### config.mk
export PLATFORM = sky130hd
export DESIGN_NAME = clk_cfg_apb_master
export DESIGN_NICKNAME = d
export VERILOG_FILES = /design/src/rtl/clk_cfg_pkg.sv /design/src/rtl/clk_cfg_apb_master.sv
export SDC_FILE = /design/constraint.sdc
export NUM_CORES = 1
export LEC_CHECK = 0
export CORE_MARGIN = 3
export CORE_UTILIZATION = 35
export CTS_BUF_LIST = sky130_fd_sc_hd__clkbuf_4
export CTS_CLUSTER_DIAMETER = 100
export DETAILED_ROUTE_END_ITERATION = 10
export PLACE_DENSITY_LB_ADDON = 0.15
export SLEW_MARGIN = 30
export SYNTH_ARGS = -nofsm -noshare
export SYNTH_HDL_FRONTEND = slang
export SYNTH_SLANG_ARGS = --single-unit
export TNS_END_PERCENT = 100
### constraint.sdc
create_clock -name clk_i -period 3.9 [get_ports clk_i]
set_input_delay 0.78 -clock clk_i [delete_from_list [all_inputs] [get_ports clk_i]]
set_output_delay 0.78 -clock clk_i [all_outputs]
set_load 0.1 [all_outputs]
### src/rtl/clk_cfg_pkg.sv
// clk_cfg_pkg -- shared definitions for the clock-configuration APB path.
// Holds the target-select encoding, the register offsets of the divider
// registers inside the clock-control block (also used by the slave side),
// the master FSM state encoding and an offset lookup helper.
package clk_cfg_pkg;

  typedef enum logic [1:0] {
    CLK_CFG_SOC     = 2'd0,
    CLK_CFG_CLUSTER = 2'd1,
    CLK_CFG_PERIPH  = 2'd2,
    CLK_CFG_INVALID = 2'd3
  } clk_cfg_sel_e;

  localparam logic [11:0] CLK_CFG_SOC_OFFS     = 12'hF00;
  localparam logic [11:0] CLK_CFG_CLUSTER_OFFS = 12'hF08;
  localparam logic [11:0] CLK_CFG_PERIPH_OFFS  = 12'hF10;

  typedef enum logic [1:0] {
    ST_IDLE   = 2'd0,
    ST_SETUP  = 2'd1,
    ST_ACCESS = 2'd2,
    ST_RESP   = 2'd3
  } clk_cfg_state_e;

  function automatic logic [11:0] clk_cfg_offset(input logic [1:0] sel);
    case (sel)
      CLK_CFG_SOC:     clk_cfg_offset = CLK_CFG_SOC_OFFS;
      CLK_CFG_CLUSTER: clk_cfg_offset = CLK_CFG_CLUSTER_OFFS;
      CLK_CFG_PERIPH:  clk_cfg_offset = CLK_CFG_PERIPH_OFFS;
      default:         clk_cfg_offset = 12'h000;
    endcase
  endfunction

endpackage

### src/rtl/clk_cfg_apb_master.sv
// clk_cfg_apb_master -- turns single divider read/write commands into one
// APB transfer to the clock-control block and returns a response.
//
// Ports
//   clk_i, rst_ni                 clock, async active-low reset
//   req_valid_i/req_ready_o       command handshake (ready only in IDLE)
//   req_write_i, req_sel_i        1=write/0=read, target (3 = invalid)
//   req_wdata_i                   divider value for writes
//   rsp_valid_o/rsp_ready_i       response handshake
//   rsp_rdata_o, rsp_err_o        read value (0 on write/error), error flag
//   paddr_o, psel_o, penable_o,
//   pwrite_o, pwdata_o            APB request
//   pready_i, pslverr_i, prdata_i APB completion
//
// Build option
//   CLK_CFG_APB_TIMEOUT_EN  abort ACCESS after TIMEOUT_CYCLES cycles without
//                           pready_i and answer with rsp_err_o = 1.
module clk_cfg_apb_master
  import clk_cfg_pkg::*;
#(
  parameter logic [31:0] BASE_ADDR      = 32'h1A10_0000,
  parameter int unsigned TIMEOUT_CYCLES = 256
) (
  input  logic        clk_i,
  input  logic        rst_ni,
  input  logic        req_valid_i,
  output logic        req_ready_o,
  input  logic        req_write_i,
  input  logic [1:0]  req_sel_i,
  input  logic [7:0]  req_wdata_i,
  output logic        rsp_valid_o,
  input  logic        rsp_ready_i,
  output logic [7:0]  rsp_rdata_o,
  output logic        rsp_err_o,
  output logic [31:0] paddr_o,
  output logic        psel_o,
  output logic        penable_o,
  output logic        pwrite_o,
  output logic [31:0] pwdata_o,
  input  logic        pready_i,
  input  logic        pslverr_i,
  input  logic [31:0] prdata_i
);

  clk_cfg_state_e state_q, state_d;

  logic        write_q;
  logic [31:0] addr_q;
  logic [7:0]  wdata_q;
  logic [7:0]  rdata_q;
  logic        err_q;

  logic accept;
  logic timeout;

  assign accept = req_valid_i && req_ready_o;

  // Only the divider byte is meaningful on the read bus.
  logic unused_prdata;
  assign unused_prdata = ^prdata_i[31:8];

`ifdef CLK_CFG_APB_TIMEOUT_EN
  localparam logic [15:0] TO_LAST = 16'(TIMEOUT_CYCLES - 1);

  logic [15:0] to_cnt_q;

  // Fires on the TIMEOUT_CYCLES-th ACCESS cycle that still has no pready_i,
  // so the bus drops in the following cycle.
  assign timeout = (state_q == ST_ACCESS) && !pready_i && (to_cnt_q == TO_LAST);

  always_ff @(posedge clk_i or negedge rst_ni) begin
    if (!rst_ni)                                to_cnt_q <= '0;
    else if (state_q == ST_SETUP)               to_cnt_q <= '0;
    else if (state_q == ST_ACCESS && !pready_i) to_cnt_q <= to_cnt_q + 16'd1;
  end
`else
  logic unused_timeout_cfg;
  assign unused_timeout_cfg = ^TIMEOUT_CYCLES;
  assign timeout = 1'b0;
`endif

  // State register
  always_ff @(posedge clk_i or negedge rst_ni) begin
    if (!rst_ni) state_q <= ST_IDLE;
    else         state_q <= state_d;
  end

  // Next-state logic
  always_comb begin
    state_d = state_q;
    case (state_q)
      ST_IDLE:   if (accept) state_d = (req_sel_i == CLK_CFG_INVALID) ? ST_RESP : ST_SETUP;
      ST_SETUP:  state_d = ST_ACCESS;
      ST_ACCESS: if (pready_i || timeout) state_d = ST_RESP;
      ST_RESP:   if (rsp_ready_i) state_d = ST_IDLE;
      default:   state_d = ST_IDLE;
    endcase
  end

  // Captured command and response. pready_i is only looked at in ACCESS,
  // so a late completion after a timeout cannot disturb the held response.
  always_ff @(posedge clk_i or negedge rst_ni) begin
    if (!rst_ni) begin
      write_q <= 1'b0;
      addr_q  <= '0;
      wdata_q <= '0;
      rdata_q <= '0;
      err_q   <= 1'b0;
    end else if (accept) begin
      write_q <= req_write_i;
      wdata_q <= req_wdata_i;
      addr_q  <= (req_sel_i == CLK_CFG_INVALID) ? 32'h0
                 : BASE_ADDR + {20'h0, clk_cfg_offset(req_sel_i)};
      rdata_q <= '0;
      err_q   <= (req_sel_i == CLK_CFG_INVALID);
    end else if (state_q == ST_ACCESS) begin
      if (pready_i) begin
        err_q   <= pslverr_i;
        rdata_q <= (write_q || pslverr_i) ? 8'h00 : prdata_i[7:0];
      end else if (timeout) begin
        err_q   <= 1'b1;
        rdata_q <= '0;
      end
    end
  end

  // Output logic. req_ready_o is gated by reset so it reads 0 while held.
  always_comb begin
    req_ready_o = rst_ni && (state_q == ST_IDLE);
    psel_o      = (state_q == ST_SETUP) || (state_q == ST_ACCESS);
    penable_o   = (state_q == ST_ACCESS);
    rsp_valid_o = (state_q == ST_RESP);
    paddr_o     = addr_q;
    pwrite_o    = write_q;
    pwdata_o    = {24'h0, wdata_q};
    rsp_rdata_o = rdata_q;
    rsp_err_o   = err_q;
  end

endmodule
# ---- Word level (Yosys, flattened, before mapping)
# Cells that the tools add are included.
# Widths: inputs -> output; s select.
dict set report classes {
  add_sub_neg 1
  eq_ne 9
  muxes 15
  n_reduce_logical 10
}
# cell count
set ops {}
lappend ops {{$pmux 12 s3} 1}
lappend ops {{$mux 8} 4}
lappend ops {{$add 29x12->30 const A} 1}
lappend ops {{$mux 30} 1}
lappend ops {{$mux 12} 1}
lappend ops {{$eq 2x2->1 const B} 4}
lappend ops {{$mux 2} 4}
lappend ops {{$pmux 2 s4} 1}
lappend ops {{$eq 2x1->1 const B} 2}
lappend ops {{$logic_not 2->1} 2}
lappend ops {{$ne 2x1->1 const B} 2}
lappend ops {{$reduce_bool 2->1} 2}
lappend ops {{$mux 1} 3}
lappend ops {{$reduce_and 3->1} 1}
lappend ops {{$logic_and 1x1->1} 2}
lappend ops {{$logic_or 1x1->1} 2}
lappend ops {{$ne 2x2->1 const B} 1}
lappend ops {{$reduce_and 2->1} 1}
dict set report totals {
  register_bits 52
  input_bits 49
  out_inout_bits 78
  wordCells 41
}

# ---- Longest topological paths before layout
# Gate-level depths: netlist (run 1).
dict set report depth {
  ltp_word 6
  depth_mapped 7
  mapped_depth_nobuf 5
}

# ---- Least setup slack after synthesis (run 1)
# Ideal clock, no wire load.
dict set report synth_path {
  path_kind {in2out}
  startpoint {input rst_ni}
  endpoint {output req_ready_o}
  arrival_ps 1514
  required_time_ps 3120
  setup_slack_ps 1606
  path_stages 1
  n_path_buf 0
  path_cell_list {and2_1}
}
dict set report synth_between {
  elab_chain_cells 1
}
# item line
set synth_rtl {}
lappend synth_rtl {{start, declared} clk_cfg_apb_master.sv:25} ;# input logic rst_ni,
lappend synth_rtl {{$logic_and 1x1->1} clk_cfg_apb_master.sv:129} ;# req_ready_o = rst_ni && (state_q == ST_IDLE);
lappend synth_rtl {{end, declared} clk_cfg_apb_master.sv:27} ;# output logic req_ready_o,
# Every way passes these cells.

# ---- Worst setup path after layout (run 1)
dict set report layout_path {
  startpoint {register state_q[0]}
  endpoint {output penable_o}
}
dict set report layout_between {
  elab_chain_cells 1
}
# item line
set layout_rtl {}
lappend layout_rtl {{start, declared} clk_cfg_apb_master.sv:45} ;# clk_cfg_state_e state_q, state_d;
lappend layout_rtl {{start signal, assigned} clk_cfg_apb_master.sv:85} ;# else state_q <= state_d;
lappend layout_rtl {{$eq 2x2->1} clk_cfg_apb_master.sv:131} ;# penable_o = (state_q == ST_ACCESS);
lappend layout_rtl {{end, declared} clk_cfg_apb_master.sv:37} ;# output logic penable_o,
# Every way passes these cells.

==> out/results.txt, run 1 <==
The run gives 0 as the number of cells upsized or downsized after cts. The total count of hold-check failures in the final report was 0. The synthesized area divided by synthesized cell count was 9.119 µm².

The maximum fanout count along the critical path works out to 5. The family of cells with the greatest summed delay on the critical path is buffers and inverters. Number of synthesized flops with an enable pin: 0.

Setup violations remaining at the end of the flow were counted as 0. The total global-route track usage is 0.1194, and the effective utilization at floorplan is 0.3745. The number of different library cells used by synthesis comes to 22. The setup path with the least slack is of type flip-flop to output port.

The tools report the worst slew slack as a fraction of its limit as 0.3265. The fraction of layout instances using a drive strength above 1 came out at 0.03415. The net count of the finished layout is 260, and the leftover overflow at the end of global routing is 0. The clock reaches the later pin of the worst-skew pair after 0.31 ns. The first global-routing pass estimated 4754 µm of wire. Critical path depth: 3. The area after detailed placement came out at 0.001824 mm². The slowest stage of the critical path is the sky130_fd_sc_hd__clkdlybuf4s50_1 cell.

Leading register cell type out of synthesis: sky130_fd_sc_hd__dfrtp_1. The fraction of the cycle the final worst path needs was 0.7775. Vias after detailed routing: 1038. The number of hold buffers added after CTS was 0.

Using the TritonRoute via totals, the vias-per-cell ratio works out to 4.103. In the routed design, unresolved DRC markers number 0. The total iterations of the first detailed-routing run is 5, and the layout overhead on the synthesized area is 29.82%. For the via count of the first global-routing pass, the log shows 1045. The flow ran to the end, and the final reports show no timing, DRC or antenna violations. In this run the horizontal extent of the chip is 69.76 µm. The core region is 0.003799 mm².

The critical path goes through inv_1, ha_1, clkdlybuf4s50_1. The floorplan step defined a die boundary enclosing 0.004866 mm². The finished cells cover 0.001847 mm². For this run, the top clock speed supported by timing is 329.8 MHz.

Total of fill cells in the finished design: 353. TritonCTS built the clock tree. The run gives 3.12 ns as the data required time of the critical path. The number of buffers on the longest clock path was 2; the count of mapped cells out of synthesis was 156. The number of pins with negative max-slew slack in the final report is 0, and the post-route antenna net violation count is 0.

Across the run, the number of max-cap violations was 0. Along the worst hold path, the cell count comes to 2. Clock-pin slew was measured on the worst setup and hold paths at 0.12 ns. The tools report the clock root buffer as sky130_fd_sc_hd__clkbuf_4. The initial antenna violation count was 0; the final weighted congestion in routability-driven placement was 0.7282.

The total number of H-tree levels is 1. The worst setup path is captured at an output port. Measured along the y axis, the die boundary spans 69.76 µm.

Pin placement for this block handled 127 I/O pins. Setup repair after global routing left no endpoint under its margin. During placement, the flow inserted port buffers numbering 56. The tree built by TritonCTS fans out to 24 sinks.

For the pin with the worst max-slew slack, the measured transition is 1.007 ns. The floorplan has 22 rows. The number of clock buffers inserted by TritonCTS came out at 3.

The number of buffers and inverters on the critical path is 2. In the final routed layout, each cell accounts on average for 11.86 µm. Counting cells, the worst reg-to-reg path comes to 6.

Entering global routing, the biggest net connects 18 pins. The repair_antennas step left the layout with diodes totalling 0. The path class of the tightest hold or removal check is flip-flop to flip-flop. Final design utilization: 0.4862. The run gives 0.4222 as the proportion of synthesized chip area in sequential cells. The number of warnings issued by yosys came out at 0. Between clock sinks in the finished design, the worst skew comes to 0.007468 ns. The share of flip-flops with an asynchronous set or reset works out to 1.000.

The detailed router finished its first iteration with 15 violations. Startpoint kind of the worst setup timing path: a flip-flop. After layout, the worst setup slack is 0.8676 ns. The number of flip-flops and latches in the synthesized netlist came out at 24.

Data on the critical path arrives at its endpoint at 2.25 ns. For this run, the slowest stage of the critical path takes 1.17 ns. For the post-synthesis cell area, the log shows 0.001423 mm².

For the finished layout, the period the worst path requires is 3.032 ns. OpenSTA, run right after detailed placement, puts the worst setup slack at 1.035 ns. The setup TNS was 0 ns; the number of post-CTS setup repair buffers was 0.

After detailed routing, the total wire length is 3001 µm. Summed over all nets, the half-perimeter wirelength after detailed placement is 2344 µm.
==> sequential cells by signal, summed over array words and instances, names as in the netlist <==
signal	cells
rsp_rdata_o	8
wdata_q	8
paddr_o	4
state_q	2
pwrite_o	1
rsp_err_o	1
==> cells in the final DEF, fill, tap and decap left out, drive strengths merged <==
cell type and n:
clkbuf 3, and2 1, clkdlybuf4s50 55, o21a 2
nand3 2, and4bb 1, a222oi 1, buf 3
ha 4, inv 4, dfrtp 24, nand3b 2
a22oi 8, mux2i 3, nor2b 1, nor2 9
conb 46, and3 1, nand2 33, a31oi 1
o21ai 1
==> area by class of cell <==
cell class | count | area [µm²] | area share
well taps | 48 | 60.06 | 0.03252
multi-input cells | 116 | 563.0 | 0.3049
inverters | 4 | 15.01 | 0.008130
clock buffers | 3 | 22.52 | 0.01220
flip-flops and latches | 24 | 600.6 | 0.3252
repair buffers | 58 | 585.6 | 0.3171
==> Yosys cell counts (2+ instances only) <==
library cell               number  area, µm²
sky130_fd_sc_hd__nand3_1        2      10.01
sky130_fd_sc_hd__nand3b_1       2      15.01
sky130_fd_sc_hd__clkbuf_1       2      7.510
sky130_fd_sc_hd__ha_1           4      50.05
sky130_fd_sc_hd__inv_1          4      15.01
sky130_fd_sc_hd__nor2_1         9      33.78
sky130_fd_sc_hd__buf_2          2      10.01
sky130_fd_sc_hd__o21a_1         2      15.01
sky130_fd_sc_hd__a22oi_1        8      60.06
sky130_fd_sc_hd__dfrtp_1       24      600.6
sky130_fd_sc_hd__nand2_1       33      123.9
sky130_fd_sc_hd__buf_4         52      390.4
sky130_fd_sc_hd__mux2i_1        3      30.03
==> cells by family after synthesis <==
kind of cell	count (synthesis)	synth area share
DFF	24	0.4222
other	1	0.002636
AOI/OAI and AO/OA	13	0.06772
and+or+nand+nor	50	0.1504
muxes	3	0.02111
buffers and inverters	61	0.3008
adders and majority gates	4	0.03518
==> worst paths after layout <==
check                                            start                         end  slack (ns)
worst max register to register  state_q[0]$_DFFE_PN0P_     paddr_o[27]$_DFFE_PN0P_        2.19
max in group asynchronous                       rst_ni  rsp_rdata_o[1]$_DFFE_PN0P_        2.47
worst max-delay path            state_q[0]$_DFFE_PN0P_                   penable_o        0.87
worst min register to register  wdata_q[6]$_DFFE_PN0P_      wdata_q[6]$_DFFE_PN0P_        0.49
worst min-delay path            wdata_q[6]$_DFFE_PN0P_      wdata_q[6]$_DFFE_PN0P_        0.49
min in group asynchronous                       rst_ni       rsp_err_o$_DFFE_PN0P_        0.81
==> stage by stage <==
step           instances  hold slack, ns
2_1_floorplan        201          0.4844
3_3_place_gp         250          0.4566
3_5_place_dp         250          0.4597
4_1_cts              253          0.4938
5_1_grt              253          0.5212
6_report             253          0.4905
==> routing by layer <==
metal | track usage | up-vias | part of all wire | routed length [µm]
met1 | 0.1267 | 474 | 0.38 | 1148
li1 | - | 501 | - | -
met3 | 0.05797 | 2 | 0.12 | 362
met4 | 0.01915 | 0 | 0.0037 | 11
met5 | 0 | - | 0 | 0
met2 | 0.2172 | 61 | 0.49 | 1478
==> worst register-to-register path, stage by stage (launching register included) <==
cell	delay, ns
sky130_fd_sc_hd__dfrtp_1	0.40
sky130_fd_sc_hd__inv_1	0.12
sky130_fd_sc_hd__ha_1	0.22
sky130_fd_sc_hd__and3_1	0.32
sky130_fd_sc_hd__buf_4	0.27
sky130_fd_sc_hd__nand3_1	0.15
sky130_fd_sc_hd__o21a_1	0.13
Power of run 1 is not shown: default switching activity piles up to over one toggle a cycle in this logic, so the estimate is an artifact.
==> inputs of run 2 (changes only) <==
--- a/config.mk
+++ b/config.mk
@@ -6,7 +6,7 @@
 export NUM_CORES = 1
 export LEC_CHECK = 0
 export CORE_MARGIN = 3
-export CORE_UTILIZATION = 35
+export CORE_UTILIZATION = 32
 export CTS_BUF_LIST = sky130_fd_sc_hd__clkbuf_4
 export CTS_CLUSTER_DIAMETER = 100
 export DETAILED_ROUTE_END_ITERATION = 10
==> constraint.sdc (replaced) <==
create_clock -name clk_i -period 2.95 [get_ports clk_i]
set_input_delay 0.59 -clock clk_i [delete_from_list [all_inputs] [get_ports clk_i]]
set_output_delay 0.59 -clock clk_i [all_outputs]
set_load 0.1 [all_outputs]
==> out/results.txt, run 2 (synthesis gave the netlist of run 1 again) <==
Setup TNS: 0 ns (unchanged). Category of the critical setup timing path: input port to output port. The number of violations reported at the end of detailed-routing iteration 0 was 37 (+22). The data arrival time of the critical path is 1.64 ns (-0.61 ns). Worst slew slack as a fraction of its limit: 0.6636 (+0.3371).

For the placement row count, the log shows 23 (+4.5%). The slowest stage of the critical path belongs to the cell sky130_fd_sc_hd__clkdlybuf4s50_1. The run gives 0 (unchanged) as the final routed DRC violation total.

The critical path goes through clkdlybuf4s50_1, and2_1, buf_12. The tools report the count of boundary I/O pins as 127 (unchanged). The data required time of the critical path was 2.36 ns (-0.76 ns); the overall die width was 72.68 µm (+4.2%). The final count of negative-setup-slack endpoints was 0 (unchanged); the number of buffers on the longest clock path was 2 (unchanged).

The net count of the finished layout was 260 (unchanged); the routed length per placed instance was 12.00 µm (+1.2%). Startpoint kind of the worst setup timing path: an input port. Setup repair after global routing left no endpoint under its margin. The leftover overflow at the end of global routing came out at 0 (unchanged).

The detail-routed via count per cell works out to 4.020 (-2.0%). The pin count of the biggest net entering global routing is 22 (+4), and the post-cts hold buffer count is 0 (unchanged). TritonCTS built the clock tree. From synthesis to final layout, the design area changed by 24.80%.

The vias after detailed routing is 1029 (-0.87%), and the final weighted congestion in routability-driven placement is 0.7254 (-0.38%). The total number of H-tree levels was 1 (unchanged). The class of the worst hold path was flip-flop to flip-flop.

The run gives 4705 µm (-1.0%) as the first-pass GRT wire length. The tools report the clock root buffer as sky130_fd_sc_hd__clkbuf_4. Subtracting the final worst setup slack from the clock period gives 2.232 ns. The post-DP HPWL is 2453 µm (+4.7%), and the count of clock tree sinks is 24 (unchanged). STA classifies the critical path endpoint as an output port. The run gives 0.3433 (-0.03121) as the effective utilization at floorplan. The tools report the number of post-CTS setup repair buffers as 0 (unchanged).

In the layout the commonest cells are 46 x sky130_fd_sc_hd__conb_1, 33 x sky130_fd_sc_hd__nand2_1, 33 x sky130_fd_sc_hd__buf_4. The clock transition time at the flip-flop clock pins of the worst setup and hold paths was 0.13 ns (about the same). The max-cap violation count is 0 (unchanged), and the total global-route track usage is 0.1123 (-0.007178). The total routed wirelength was 3072 µm (+2.4%); the worst-margin pin slew was 0.5046 ns (-0.5025 ns).

The run gives 0 (unchanged) as the number of antenna diodes. The most common cell after layout, fill and taps aside was sky130_fd_sc_hd__conb_1. For the clock latency at the later pin of the worst-skew pair, the log shows 0.31 ns (about the same). The worst-case reg-to-reg path depth works out to 6 (unchanged). The y dimension of the die was 72.68 µm (+4.2%).

The logs give 448.1 MHz for the achievable frequency and 0 (unchanged) for the initial antenna violation count. The number of cells traversed by the worst hold path was 2 (unchanged); the fraction of the cycle the final worst path needs was 0.7565. The clock skew was 0.005735 ns (-0.001733 ns); the largest stage delay on the critical path was 0.63 ns (-0.54 ns).

The total count of hold-check failures in the final report is 0 (unchanged). The number of clock buffers inserted by TritonCTS was 3 (unchanged). The tools report the number of cells upsized or downsized after cts as 0 (unchanged). The run finished with clean final reports. The maximum fanout count along the critical path is 8 (+3), and the placeable core area is 0.004144 mm² (+9.1%). The fraction of layout instances using a drive strength above 1 works out to 0.1845 (+0.1503).

The post-route antenna net violation count was 0 (unchanged); the via count of the first global-routing pass was 988 (-5.5%). The logs give 4 (-1) for the total iterations of the first detailed-routing run and 0.005282 mm² (+8.5%) for the total die area. The number of pins with negative max-slew slack in the final report came out at 0 (unchanged). The total of buffers placed on input and output ports came out at 56 (unchanged).
## run 2: cell count changes in the layout (fill, tap and decap cells not counted)
cell                              previous run  this run
sky130_fd_sc_hd__clkdlybuf4s50_1            55        24
sky130_fd_sc_hd__clkinv_1                    0         1
sky130_fd_sc_hd__buf_4                       2        33
## run 2: worst paths after layout
path / endpoint / slack (ns) / start
max reg2reg: wdata_q[5]$_DFFE_PN0P_ / 1.32 / state_q[0]$_DFFE_PN0P_
max in group asynchronous: rsp_rdata_o[7]$_DFFE_PN0P_ / 1.87 / rst_ni
min in group asynchronous: rsp_err_o$_DFFE_PN0P_ / 0.51 / rst_ni
min reg2reg: paddr_o[3]$_DFFE_PN0P_ / 0.49 / paddr_o[3]$_DFFE_PN0P_
max: req_ready_o / 0.72 / rst_ni
min: paddr_o[3]$_DFFE_PN0P_ / 0.49 / paddr_o[3]$_DFFE_PN0P_
## run 2: routing by layer
metal,GRT usage,share of wire,routed length (µm),up-vias
met1,0.1282,0.36,1120,488
li1,-,-,-,497
met3,0.04545,0.099,304,0
met5,0,0,0,-
met4,0.006148,0,0,0
met2,0.2054,0.54,1647,44
## run 2: per-stage QoR
step	hold slack, ns	instance area, µm²	cells	utilization	worst slack [ns]
3_3_place_gp	0.4608	1749	252	0.4221	0.7184
4_1_cts	0.4983	1775	256	0.4284	0.6940
2_1_floorplan	0.2944	1592	201	-	0.8211
5_1_grt	0.4915	1775	256	0.4284	0.6305
3_5_place_dp	0.4616	1749	252	0.4221	0.7046
6_report	0.4890	1775	256	0.4284	0.7182
## run 2: worst max-delay path, delay by kind of cell
family                 cells  cell delay (ns)
and+or+nand+nor            1             0.23
buffers and inverters      2             0.81
## run 2: final cells by class
class	instances	area, µm²
fillers	429	2369
inverters	4	15.01
clock inverters	1	3.754
clock buffers	3	22.52
flip-flops and latches	24	600.6
repair buffers	58	508.0
multi-input cells	116	563.0
well taps	50	62.56
Power of run 2 is left out for the same reason.
==> inputs of run 3 (changes only) <==
==> constraint.sdc (replaced) <==
create_clock -name clk_i -period 2.1 [get_ports clk_i]
set_input_delay 0.42 -clock clk_i [delete_from_list [all_inputs] [get_ports clk_i]]
set_output_delay 0.42 -clock clk_i [all_outputs]
set_load 0.1 [all_outputs]
==> out/results.txt, run 3 (synthesis gave the netlist of run 1 again) <==
The post-cts hold buffer count was 0 (unchanged); the largest stage delay on the critical path was 0.40 ns (-0.23 ns). The post-DP HPWL came out at 2453 µm (about the same). The buffering stage count on the worst path with inverters included works out to 2 (unchanged). The total count of hold-check failures in the final report is 0 (unchanged).

The detail-routed via count per cell works out to 4.012 (-0.20%). The number of antenna diodes came out at 0 (unchanged). The clock period could shrink to 1.866 ns. On the critical path, the stage with the largest delay is an instance of sky130_fd_sc_hd__dfrtp_1. The leftover overflow at the end of global routing is 0 (unchanged). The data required time of the critical path is 1.68 ns (-0.68 ns). The critical path goes through inv_1, ha_1, and2_1, buf_12. The total iterations of the first detailed-routing run is 4 (unchanged).

Total of buffers placed on input and output ports: 56 (unchanged). The pin count of the biggest net entering global routing is 22 (unchanged), and the first-pass GRT wire length is 4816 µm (+2.4%). The final weighted congestion in routability-driven placement was 0.6782 (-6.5%).

For the total number of H-tree levels, the log shows 1 (unchanged). The type of element capturing the critical path is an output port. Initial antenna violation count: 0 (unchanged). CTS placed an instance of sky130_fd_sc_hd__clkbuf_4 at the clock tree root. Relative to the synthesized area, the layout overhead comes to 28.67%. The number of pins with negative max-slew slack in the final report is 0 (unchanged), and the final count of negative-setup-slack endpoints is 0 (unchanged). Setup repair after global routing left no endpoint under its margin. The y dimension of the die was 72.68 µm (unchanged). The flow ran to the end, and the final reports show no timing, DRC or antenna violations.

The worst setup path is of the flip-flop to output port kind. The data arrival time of the critical path is 1.45 ns (-0.19 ns). The routed length per placed instance is 11.67 µm (-2.8%), and the total global-route track usage is 0.1148 (+0.002498). The number of cells upsized or downsized after cts was 0 (unchanged); the count of boundary I/O pins was 127 (unchanged). The library cell used most frequently in the layout, excluding fill and tap cells, is sky130_fd_sc_hd__conb_1. The path class of the tightest hold or removal check is input port to async pin. STA classifies the critical path startpoint as a flip-flop.

For the placement row count, the log shows 23 (unchanged). The number of clock buffers inserted by TritonCTS is 3 (unchanged), and the clock transition time at the flip-flop clock pins of the worst setup and hold paths is 0.12 ns (about the same). The setup TNS was 0 ns (unchanged); the clock latency at the later pin of the worst-skew pair was 0.31 ns (about the same). The tools report the net count of the finished layout as 262 (+0.77%).

For the placeable core area, the log shows 0.004144 mm² (unchanged). The logs give 996 (+0.81%) for the via count of the first global-routing pass and 0 (unchanged) for the max-cap violation count. For the number of post-CTS setup repair buffers, the log shows 0 (unchanged).

The vias after detailed routing is 1035 (+0.58%), and the maximum fanout count along the critical path is 4 (-4). The clock skew is 0.002915 ns (-0.002820 ns), and the effective utilization at floorplan is 0.3433 (unchanged). The achievable frequency came out at 535.9 MHz. The total die area was 0.005282 mm² (unchanged). The overall die width is 72.68 µm (unchanged). The fraction of layout instances using a drive strength above 1 works out to 0.1971 (+0.01265).

For the number of buffers on the longest clock path, the log shows 2 (unchanged). For the post-route antenna net violation count, the log shows 0 (unchanged). The final routed DRC violation total was 0 (unchanged). Count of clock tree sinks: 24 (unchanged).

Among cell families on the critical path, the largest total delay comes from flip-flops. The total routed wirelength was 3010 µm (-2.0%). The number of violations reported at the end of detailed-routing iteration 0 was 31 (-16%); the fraction of the cycle the final worst path needs was 0.8885. In the layout the commonest cells are 46 x sky130_fd_sc_hd__conb_1, 33 x sky130_fd_sc_hd__nand2_1, 32 x sky130_fd_sc_hd__buf_4.

TritonCTS built the clock tree.
==> run 3: cell count changes in the layout (fill, tap and decap cells not counted) <==
cell	delta
sky130_fd_sc_hd__ha_1	-1
sky130_fd_sc_hd__ha_2	+1
sky130_fd_sc_hd__buf_12	+3
sky130_fd_sc_hd__buf_4	-1
==> run 3: worst register-to-register path, stage by stage (launching register included) <==
cell and delay [ns]:
sky130_fd_sc_hd__dfrtp_1 0.37, sky130_fd_sc_hd__inv_1 0.09, sky130_fd_sc_hd__ha_2 0.24, sky130_fd_sc_hd__a222oi_1 0.50, sky130_fd_sc_hd__mux2i_1 0.24
==> run 3: layout make-up <==
cell class | instances | area [µm²]
Clock inverter | 1 | 3.754
Inverter | 4 | 15.01
Sequential cell | 24 | 600.6
Clock buffer | 3 | 22.52
Fill cell | 434 | 2313
Tap cell | 50 | 62.56
Timing Repair Buffer | 60 | 560.5
Multi-Input combinational cell | 116 | 565.5
==> run 3: metal layers <==
metal | track usage | up-vias | part of all wire
met2 | 0.2004 | 59 | 0.52
met3 | 0.03994 | 2 | 0.098
met4 | 0.01844 | 0 | 0.0033
met1 | 0.1383 | 469 | 0.38
li1 | - | 505 | -
met5 | 0 | - | 0
==> run 3: path summary, 6_finish.rpt <==
path / start / slack [ns] / to / depth (start not counted)
worst max-delay path: state_q[0]$_DFFE_PN0P_ / 0.23 / req_ready_o / 4
worst min-delay path: rst_ni / 0.45 / paddr_o[11]$_DFFE_PN0P_ / 2
worst max register to register: state_q[0]$_DFFE_PN0P_ / 0.60 / state_q[0]$_DFFE_PN0P_ / 4
worst min register to register: wdata_q[5]$_DFFE_PN0P_ / 0.49 / wdata_q[5]$_DFFE_PN0P_ / 2
max in group asynchronous: rst_ni / 1.34 / rsp_rdata_o[4]$_DFFE_PN0P_ / 2
min in group clk_i: wdata_q[5]$_DFFE_PN0P_ / 0.49 / wdata_q[5]$_DFFE_PN0P_ / 2
==> run 3: per-stage QoR <==
stage	cell area [µm²]	setup slack [ns]	util	cells	hold slack (ns)
final	1831	0.2341	0.4417	258	0.4527
after global routing	1831	0.1461	0.4417	258	0.4349
after global placement	1804	0.3184	0.4354	254	0.4583
after detailed placement	1804	0.2714	0.4354	254	0.4634
after floorplan	1594	0.2628	-	201	0.1244
after CTS	1831	0.2131	0.4417	258	0.4280
Power of run 3 is left out for the same reason.
